[src/rtl/audio_lerp_resampler.sv]
// audio_lerp_resampler: resamples a band-limited input stream onto a local
// output tick by interpolating between the two most recent input samples.
// Define AUDIO_LERP_RESAMPLER_LERP_EN for linear interpolation with a serial
// shift-add multiplier. Leave it undefined for nearest-sample selection.
module audio_lerp_resampler #(
    parameter int IW           = 16,
    parameter int FW           = 16,
    parameter int MCLK_RATE    = 53693175,
    parameter int DATA_CLK_IN  = 300000,
    parameter int DATA_CLK_OUT = 48000
) (
    input  logic                 clk,
    input  logic                 reset,
    input  logic signed [IW-1:0] data_in,
    input  logic                 in_valid,
    output logic signed [IW-1:0] data_out,
    output logic                 out_valid,
    output logic                 overrun
);

    localparam int DIV_IN_RAW = MCLK_RATE / DATA_CLK_IN;
    localparam int DIV_IN     = (DIV_IN_RAW < 1) ? 1 : DIV_IN_RAW;
    localparam int DIV_OUT    = MCLK_RATE / DATA_CLK_OUT;
    localparam int RECIP      = (2 ** FW) / DIV_IN;
    localparam int EW         = (DIV_IN > 1) ? $clog2(DIV_IN) : 1;
    localparam int CW         = (DIV_OUT > 1) ? $clog2(DIV_OUT) : 1;

    localparam logic [EW-1:0] ELAPSED_MAX = EW'(DIV_IN - 1);
    localparam logic [CW-1:0] TICK_AT     = CW'(DIV_OUT - 1);
    localparam logic [FW-1:0] RECIP_F     = FW'(RECIP);

    logic [CW-1:0]          counter_out;
    logic                   tick;
    logic signed [IW-1:0]   prev;
    logic signed [IW-1:0]   cur;
    logic [EW-1:0]          elapsed;
    logic [FW-1:0]          frac_now;
    logic                   overrun_set;

`ifdef AUDIO_LERP_RESAMPLER_LERP_EN
    typedef enum logic [1:0] {S_IDLE, S_MUL, S_DONE} state_t;
`else
    typedef enum logic {S_IDLE, S_DONE} state_t;
`endif

    state_t state;
    state_t next_state;

    assign tick = (counter_out == TICK_AT);

    // elapsed*RECIP stays below 2**FW because elapsed saturates at DIV_IN-1.
    assign frac_now = FW'(elapsed) * RECIP_F;

    // A tick that finds the engine busy is dropped and flagged.
    assign overrun_set = tick && (state != S_IDLE);

    // Output-rate tick counter: 0..DIV_OUT-1, tick on the last count.
    always_ff @(posedge clk) begin
        // NOTE: registered state always uses <= so every flop samples pre-edge values.
        if (reset) begin
            counter_out <= '0;
        end else if (tick) begin
            counter_out <= '0;
        end else begin
            counter_out <= counter_out + CW'(1);
        end
    end

    // Input history: last two samples and the saturating age of the newest.
    always_ff @(posedge clk) begin
        if (reset) begin
            prev    <= '0;
            cur     <= '0;
            elapsed <= '0;
        end else if (in_valid) begin
            prev    <= cur;
            cur     <= data_in;
            elapsed <= '0;
        end else if (elapsed != ELAPSED_MAX) begin
            elapsed <= elapsed + EW'(1);
        end
    end

    // FSM state register.
    always_ff @(posedge clk) begin
        if (reset) begin
            state <= S_IDLE;
        end else begin
            state <= next_state;
        end
    end

`ifdef AUDIO_LERP_RESAMPLER_LERP_EN
    localparam int AW = IW + FW + 1;
    localparam int BW = (FW > 1) ? $clog2(FW) : 1;
    localparam logic signed [AW-1:0] ROUND = AW'(2 ** (FW - 1));

    logic signed [IW:0]     diff;
    logic signed [IW-1:0]   op_prev;
    logic signed [AW-1:0]   mcand;
    logic signed [AW-1:0]   acc;
    logic signed [AW-1:0]   acc_next;
    logic signed [AW-1:0]   rounded;
    logic signed [IW-1:0]   lerp_result;
    logic [FW-1:0]          frac_sh;
    logic [BW-1:0]          bit_cnt;
    logic                   last_bit;

    assign diff        = {cur[IW-1], cur} - {prev[IW-1], prev};
    assign acc_next    = frac_sh[0] ? (acc + mcand) : acc;
    assign rounded     = acc_next + ROUND;
    // The interpolated value lies between prev and cur, so the low IW bits suffice.
    assign lerp_result = op_prev + IW'(rounded >>> FW);
    assign last_bit    = (bit_cnt == BW'(FW - 1));

    // Next-state logic: IDLE -> MUL (FW cycles) -> DONE -> IDLE.
    always_comb begin
        // NOTE: default first so every path assigns next_state and no latch is inferred.
        next_state = state;
        case (state)
            S_IDLE:  if (tick) next_state = S_MUL;
            S_MUL:   if (last_bit) next_state = S_DONE;
            S_DONE:  next_state = S_IDLE;
            default: next_state = S_IDLE;
        endcase
    end

    // Operand capture, LSB-first shift-add multiply and output update.
    always_ff @(posedge clk) begin
        if (reset) begin
            data_out  <= '0;
            out_valid <= 1'b0;
            overrun   <= 1'b0;
            op_prev   <= '0;
            mcand     <= '0;
            acc       <= '0;
            frac_sh   <= '0;
            bit_cnt   <= '0;
        end else begin
            out_valid <= 1'b0;
            if (overrun_set) begin
                overrun <= 1'b1;
            end
            if (state == S_IDLE && tick) begin
                op_prev <= prev;
                mcand   <= AW'(diff);
                frac_sh <= frac_now;
                acc     <= '0;
                bit_cnt <= '0;
            end else if (state == S_MUL) begin
                acc     <= acc_next;
                mcand   <= mcand <<< 1;
                frac_sh <= frac_sh >> 1;
                bit_cnt <= bit_cnt + BW'(1);
                if (last_bit) begin
                    data_out  <= lerp_result;
                    out_valid <= 1'b1;
                end
            end
        end
    end
`else
    localparam logic [FW-1:0] HALF_F = FW'(2 ** (FW - 1));

    logic signed [IW-1:0] nearest_pick;

    assign nearest_pick = (frac_now < HALF_F) ? prev : cur;

    // Next-state logic: IDLE -> DONE -> IDLE.
    always_comb begin
        // NOTE: default first so every path assigns next_state and no latch is inferred.
        next_state = state;
        case (state)
            S_IDLE:  if (tick) next_state = S_DONE;
            S_DONE:  next_state = S_IDLE;
            default: next_state = S_IDLE;
        endcase
    end

    // Nearest-sample selection and output update.
    always_ff @(posedge clk) begin
        if (reset) begin
            data_out  <= '0;
            out_valid <= 1'b0;
            overrun   <= 1'b0;
        end else begin
            out_valid <= 1'b0;
            if (overrun_set) begin
                overrun <= 1'b1;
            end
            if (state == S_IDLE && tick) begin
                data_out  <= nearest_pick;
                out_valid <= 1'b1;
            end
        end
    end
`endif

endmodule

[config.mk]
export PLATFORM = sky130hd
export DESIGN_NAME = audio_lerp_resampler
export DESIGN_NICKNAME = d
export VERILOG_FILES = /design/src/rtl/audio_lerp_resampler.sv
export SDC_FILE = /design/constraint.sdc
export NUM_CORES = 1
export LEC_CHECK = 0
export CAP_MARGIN = 15
export CORE_MARGIN = 4
export CORE_UTILIZATION = 60
export CTS_CLUSTER_SIZE = 12
export DETAILED_ROUTE_END_ITERATION = 8
export PLACE_DENSITY = 0.84
export SETUP_SLACK_MARGIN = 0.02
export SLEW_MARGIN = 20
export SYNTH_ARGS = -nofsm -noshare
export SYNTH_HDL_FRONTEND = slang
export SYNTH_SLANG_ARGS = --single-unit
[constraint.sdc]
create_clock -name clk -period 6.8 [get_ports clk]
set_input_delay 2.04 -clock clk [delete_from_list [all_inputs] [get_ports clk]]
set_output_delay 2.04 -clock clk [all_outputs]
set_load 0.01 [all_outputs]
==> results of run 1 <==
-- per-layer routing --
metal | part of all wire | up-vias
li1 | - | 1216
met4 | 0.015 | 0
met3 | 0.046 | 10
met2 | 0.47 | 42
met1 | 0.47 | 1127
met5 | 0 | -
-- cell usage in the layout (no fill, tap or decap), drive strengths merged --
cell type / count
clkdlybuf4s50: 34
o21ai: 5
nor3: 1
or2: 3
nor4bb: 1
buf: 2
and2: 1
nor4: 3
bufinv: 1
or4: 1
nor2: 69
nand4: 6
dfxtp: 70
clkbuf: 11
fa: 9
clkinvlp: 1
clkinv: 2
xnor2: 7
a211oi: 17
or3: 3
nand2b: 1
a21oi: 9
xor2: 9
ha: 26
inv: 20
nand3: 7
mux2i: 48
nand2: 7
-- state kept, by name, summed over array words and instances (netlist names) --
| register | cells |
|---|---|
| out_valid | 1 |
| data_out | 16 |
| counter_out | 11 |
| prev | 16 |
| elapsed | 8 |
| state | 1 |
| cur | 16 |
| overrun | 1 |
-- cell families (layout without fill, tap and decap cells) --
kind of cell               count (synthesis)  in the layout  synth area share
xor gates and xnor gates                  16             16            0.0470
DFF                                       70             70             0.415
AOI/OAI and AO/OA                         31             31            0.0655
buffers and inverters                     34             71            0.0455
adders and majority gates                 35             35             0.150
muxes                                     48             48             0.142
and+or+nand+nor                          103            103             0.136
-- critical path, delay by kind of cell, from the launching register on --
family                     cells  cell delay [ns]
adders and majority gates      4             1.58
xor gates and xnor gates       1             0.61
DFF                            1             0.48
AOI/OAI and AO/OA              4             0.46
muxes                          1             0.29
buffers and inverters          2             0.10
-- where the power goes --
group	total [mW]	switching, mW	internal (mW)
logic	0.0476	0.0231	0.0246
registers	0.430	0.00870	0.421
clock network	0.342	0.153	0.189
total	0.819	0.185	0.635
-- worst min-delay path by stage --
| stage | end | start | slack (ns) |
|---|---|---|---|
| 2_1_floorplan | counter_out[0]$_SDFF_PP0_ | counter_out[0]$_SDFF_PP0_ | 0.44 |
| 3_3_place_gp | overrun$_SDFFE_PP0P_ | overrun$_SDFFE_PP0P_ | 0.46 |
| 3_5_place_dp | overrun$_SDFFE_PP0P_ | overrun$_SDFFE_PP0P_ | 0.47 |
| 4_1_cts | counter_out[10]$_SDFF_PP0_ | counter_out[10]$_SDFF_PP0_ | 0.48 |
| 5_1_grt | counter_out[10]$_SDFF_PP0_ | counter_out[10]$_SDFF_PP0_ | 0.53 |
| 6_report | overrun$_SDFFE_PP0P_ | overrun$_SDFFE_PP0P_ | 0.48 |
-- cell type report --
type | instances | area share
multi-input cells | 233 | 0.464
flip-flops and latches | 70 | 0.354
repair buffers | 36 | 0.0885
clock buffers | 11 | 0.0383
well taps | 72 | 0.0228
inverters | 19 | 0.0180
clock inverters | 5 | 0.0142
-- Yosys cell counts, drive strengths merged --
cell    instances
xnor2           7
xor2            9
inv            19
nor4bb          1
nand2           7
o21ai           5
or4             1
dfxtp          70
mux2i          48
nor3            1
nor4            3
nand2b          1
a211oi         17
ha             26
buf             6
or2             3
nand3           7
and2            1
a21oi           9
or3             3
nor2           69
nand4           6
fa              9
clkbuf          9
-- stage by stage --
| step | total power [mW] | cells |
|---|---|---|
| 2_1_floorplan | 0.469 | 337 |
| 3_3_place_gp | 0.485 | 430 |
| 3_5_place_dp | 0.487 | 430 |
| 4_1_cts | 0.829 | 446 |
| 5_1_grt | 0.854 | 446 |
| 6_report | 0.819 | 446 |
==> results.toml, run 1 <==
[grt]
grt-busiest-layer = "met2"
grt_use_total = 0.185
grt_start_max_net_pins = 55
grt_antenna_before_repair = 0
overflow = 0
grt_use_met3 = 0.0575
use_met2 = 0.291
grt_pass1_wl_um = 10500
use_met1 = 0.233
grt_pass1_vias = 2355

[routing]
drt-initial-drc-count = 86
drc_errors = 0
drt-total-wl_um = 5940
ant_nets = 0
vias = 2395
wire_per_inst_um = 13.3
first_pass_iters = 4
via_per_inst = 5.37

[logic_synthesis]
synth_area_mm2 = 0.00338
synth_top_area_share = 0.415
ys_top_cells_by_area = "dfxtp_1 41%, mux2i_1 14%, ha_1 9.6%, nor2_1 7.5%, fa_1 5.3%"
ys_seq_area_frac = 0.415
yosysUniqueCellTypes = 32
yosysTopAreaCell = "dfxtp_1"
yosysWarnings = 0
ys_seq_elements = 70
syn-mean-instance-area_um2 = 10.0
syn_inst = 337
syn_nets = 391

[layout]
drive_gt1_frac = 0.0775
insertedDiodeCount = 0
multi_input_area_mm2 = 0.00184
postLayoutCoreUtil = 0.723
syn_to_final_growth_pct = 17.1
fin_area_mm2 = 0.00396
seqCellArea_mm2 = 0.00140
layout.nets = 423
n_fill_cell = 412

[clock_network]
cts_sinks = 70
holdBufCountCts = 0
cts_buffers = 9
cts_tree = "yes"
clk_pin_slew_ns = 0.07
cts_resized = 0
cts_root_buffer = "clkbuf_8"
cts.htree.levels = 3
clockBufferDepth = 2
cts_setup_buffers = 0
insertion_delay_ns = 0.34

[placement]
portBuffers = 36
pre_cts_ws_ns = 3.06
placed_area_mm2 = 0.00374
hpwl_um = 4180
gp_congestion = 0.872

[worst_setup_path]
path_class = "reg2reg"
arrival_ns = 3.86
crit_path_start_kind = "flip-flop"
crit_path_max_incr_delay_ns = 0.61
r2r_slack_ns = 3.12
worstSetupEndpointType = "flip-flop"
endpoint = "data_out[14]$_SDFFE_PP0P_"
worstRegToRegCells = 12
cpMaxStageDelayCell = "xnor2_4"
worst_ep_required_time_ns = 6.98
path_cells = "ha_1 > fa_1 > inv_1 > fa_1 > inv_1 > ha_1 > o21ai_0 > a21oi_1 > a21oi_2 > xnor2_4 > mux2i_1 > a211oi_2"
timing.rr.end = "data_out[14]$_SDFFE_PP0P_"
worstReg2RegStart = "elapsed[4]$_SDFFE_PP0P_"
worstPathMaxFanout = 16
startpoint = "elapsed[4]$_SDFFE_PP0P_"

[worst_hold_path]
hold_depth = 2
hp-class = "reg2reg"

[outcome]
status = "complete, no violations"

[sta]
rsz0062_at_grt = "false"
hold_viol_final = 0
slew_viol_final = 0
setup_viol = 0
clock_skew_ns = 0.0105
tns_ns = 0
period_needed_ns = 3.68
relSlewSlack = 0.327
worst_slack_ns = 3.12
max_freq_mhz = 272
worstMarginPinSlew_ns = 1.01
holdWs_ns = 0.480
period_share = 0.541

[floorplan]
die_y_um = 83.1
start_util = 0.618
num_io_pins = 37
coreArea_mm2 = 0.00547
die-area_mm2 = 0.00690
rows = 27
die_w_um = 83.1

[job]
cap_violations = 0

[power_and_ir_drop]
peakVddDrop_mv = 0.194
p_leak_nw = 1.80
p_per_area_mw_per_mm2 = 207
Power figures use the tool's default switching activity.
==> inputs of run 2 (changes only) <==
--- a/config.mk
+++ b/config.mk
@@ -7,10 +7,10 @@
 export LEC_CHECK = 0
 export CAP_MARGIN = 15
 export CORE_MARGIN = 4
-export CORE_UTILIZATION = 60
+export CORE_UTILIZATION = 51
 export CTS_CLUSTER_SIZE = 12
 export DETAILED_ROUTE_END_ITERATION = 8
-export PLACE_DENSITY = 0.84
+export PLACE_DENSITY = 0.76
 export SETUP_SLACK_MARGIN = 0.02
 export SLEW_MARGIN = 20
 export SYNTH_ARGS = -nofsm -noshare
==> constraint.sdc (replaced) <==
create_clock -name clk -period 3.1 [get_ports clk]
set_input_delay 0.93 -clock clk [delete_from_list [all_inputs] [get_ports clk]]
set_output_delay 0.93 -clock clk [all_outputs]
set_load 0.01 [all_outputs]
==> results.toml, run 2 (same netlist as run 1, synthesis figures left out) <==
[power_and_ir_drop]
p_leak_nw = 1.86
peakVddDrop_mv = 0.302
p_per_area_mw_per_mm2 = 413

[sta]
tns_ns = -0.339
setup_viol = 12
hold_viol_final = 0
slew_viol_final = 0
rsz0062_at_grt = "true"
clock_skew_ns = 0.00740
worstMarginPinSlew_ns = 0.631
relSlewSlack = 0.579
worst_slack_ns = -0.0503
max_freq_mhz = 317
period_needed_ns = 3.15
period_share = 1.02

[layout]
final_cell_mix = "68 x nor2_1, 65 x dfxtp_1, 44 x mux2i_1"
fin_area_mm2 = 0.00423
insertedDiodeCount = 0
largest_registers = "cur (16), data_out (16), prev (16)"
layout.nets = 437
mostFrequentLayoutCell = "nor2_1"
syn_to_final_growth_pct = 25.1
postLayoutCoreUtil = 0.662
drive_gt1_frac = 0.170

[grt]
grt_use_total = 0.181
grt_antenna_before_repair = 0
grt_pass1_vias = 2389
overflow = 0
grt_start_max_net_pins = 46
grt_pass1_wl_um = 11000

[placement]
pre_cts_ws_ns = -0.0701
placed_area_mm2 = 0.00395
hpwl_um = 4690
gp_congestion = 0.870
portBuffers = 36

[clock_network]
clockBufferDepth = 2
clk_pin_slew_ns = 0.07
insertion_delay_ns = 0.34
cts_buffers = 9
cts_root_buffer = "clkbuf_8"
cts_setup_buffers = 0
cts.htree.levels = 3
cts_tree = "yes"
cts_sinks = 70

[floorplan]
die_w_um = 89.4
die_y_um = 89.4
die-area_mm2 = 0.00800
start_util = 0.529
rows = 29
coreArea_mm2 = 0.00639
num_io_pins = 37

[routing]
wire_per_inst_um = 14.0
ant_nets = 0
via_per_inst = 5.18
first_pass_iters = 4
drt-initial-drc-count = 106
drt-total-wl_um = 6510
vias = 2407
drc_errors = 0

[worst_setup_path]
path_class = "reg2reg"
worstPathMaxFanout = 8
cpMaxStageDelayCell = "fa_1"
arrival_ns = 3.36
crit_path_max_incr_delay_ns = 0.49
path_cells = "ha_4 > fa_1 > inv_1 > fa_1 > inv_2 > ha_4 > a211oi_2 > nand3_2 > a21oi_4 > xnor2_4 > buf_12 > mux2i_2 > a211oi_2"
cpLargestDelayFamily = "adder cells"
critPathBufInv = 3
crit_path_start_kind = "flip-flop"
worstSetupEndpointType = "flip-flop"
worst_ep_required_time_ns = 3.31

[outcome]
violations = "negative setup slack"
status = "finished, violations left"

[job]
cap_violations = 0

[worst_hold_path]
hp-class = "reg2reg"
==> run 2: what timing repair did <==
item | CTS | global route
pin swaps | 12 | 7
endpoints found under the setup margin | 16 | 16
hold buffers | 0 | 0
resized for setup | 1 | 14
==> run 2: where the power goes <==
part	internal, mW	leakage, nW	switching [mW]
registers	0.921	0.572	0.0195
clock network	0.358	0.105	0.336
logic	0.0582	1.18	0.0533
==> run 2: area by class of cell <==
type / instances / area, um^2
Clock buffer: 11 / 163
Clock inverter: 5 / 30.0
Fill cell: 497 / 2160
Inverter: 19 / 71.3
Multi-Input combinational cell: 233 / 1970
Sequential cell: 70 / 1420
Tap cell: 77 / 96.3
Timing Repair Buffer: 50 / 480
==> run 2: worst paths after layout <==
kind | startpoint | slack, ns | cells past startpoint | end
max | elapsed[4]$_SDFFE_PP0P_ | -0.05 | 13 | data_out[10]$_SDFFE_PP0P_
min | counter_out[0]$_SDFF_PP0_ | 0.48 | 1 | counter_out[0]$_SDFF_PP0_
max reg2reg | elapsed[4]$_SDFFE_PP0P_ | -0.05 | 13 | data_out[10]$_SDFFE_PP0P_
min reg2reg | counter_out[0]$_SDFF_PP0_ | 0.48 | 1 | counter_out[0]$_SDFF_PP0_
==> run 2: worst register-to-register path, cell delays in order (launching register included) <==
cell	delay, ns
dfxtp_4	0.36
ha_4	0.23
fa_1	0.48
inv_1	0.05
fa_1	0.49
inv_2	0.04
ha_4	0.21
a211oi_2	0.20
nand3_2	0.12
a21oi_4	0.19
xnor2_4	0.16
buf_12	0.18
mux2i_2	0.22
a211oi_2	0.08
==> run 2: stage by stage <==
step	hold WS [ns]	power, mW	std cells
6_report	0.483	1.75	465
5_1_grt	0.516	1.83	465
4_1_cts	0.489	1.76	465
3_5_place_dp	0.472	1.07	449
3_3_place_gp	0.463	1.07	449
2_1_floorplan	0.445	1.03	337
==> run 2: routing by layer <==
| layer | GRT usage | share of wire | wire, um | up-vias |
|---|---|---|---|---|
| met4 | 0.0663 | 0.014 | 91 | 0 |
| met5 | 0 | 0 | 0 | - |
| met1 | 0.222 | 0.46 | 2990 | 1138 |
| li1 | - | - | - | 1229 |
| met2 | 0.299 | 0.49 | 3160 | 32 |
| met3 | 0.0581 | 0.042 | 272 | 8 |
==> inputs of run 3 (changes only) <==
--- a/config.mk
+++ b/config.mk
@@ -8,7 +8,7 @@
 export CAP_MARGIN = 15
 export CORE_MARGIN = 4
 export CORE_UTILIZATION = 51
-export CTS_CLUSTER_SIZE = 12
+export CTS_CLUSTER_SIZE = 16
 export DETAILED_ROUTE_END_ITERATION = 8
 export PLACE_DENSITY = 0.76
 export SETUP_SLACK_MARGIN = 0.02
==> results of run 3 <==
Same layout as run 2: the final DEF is identical, and so are final timing and power.
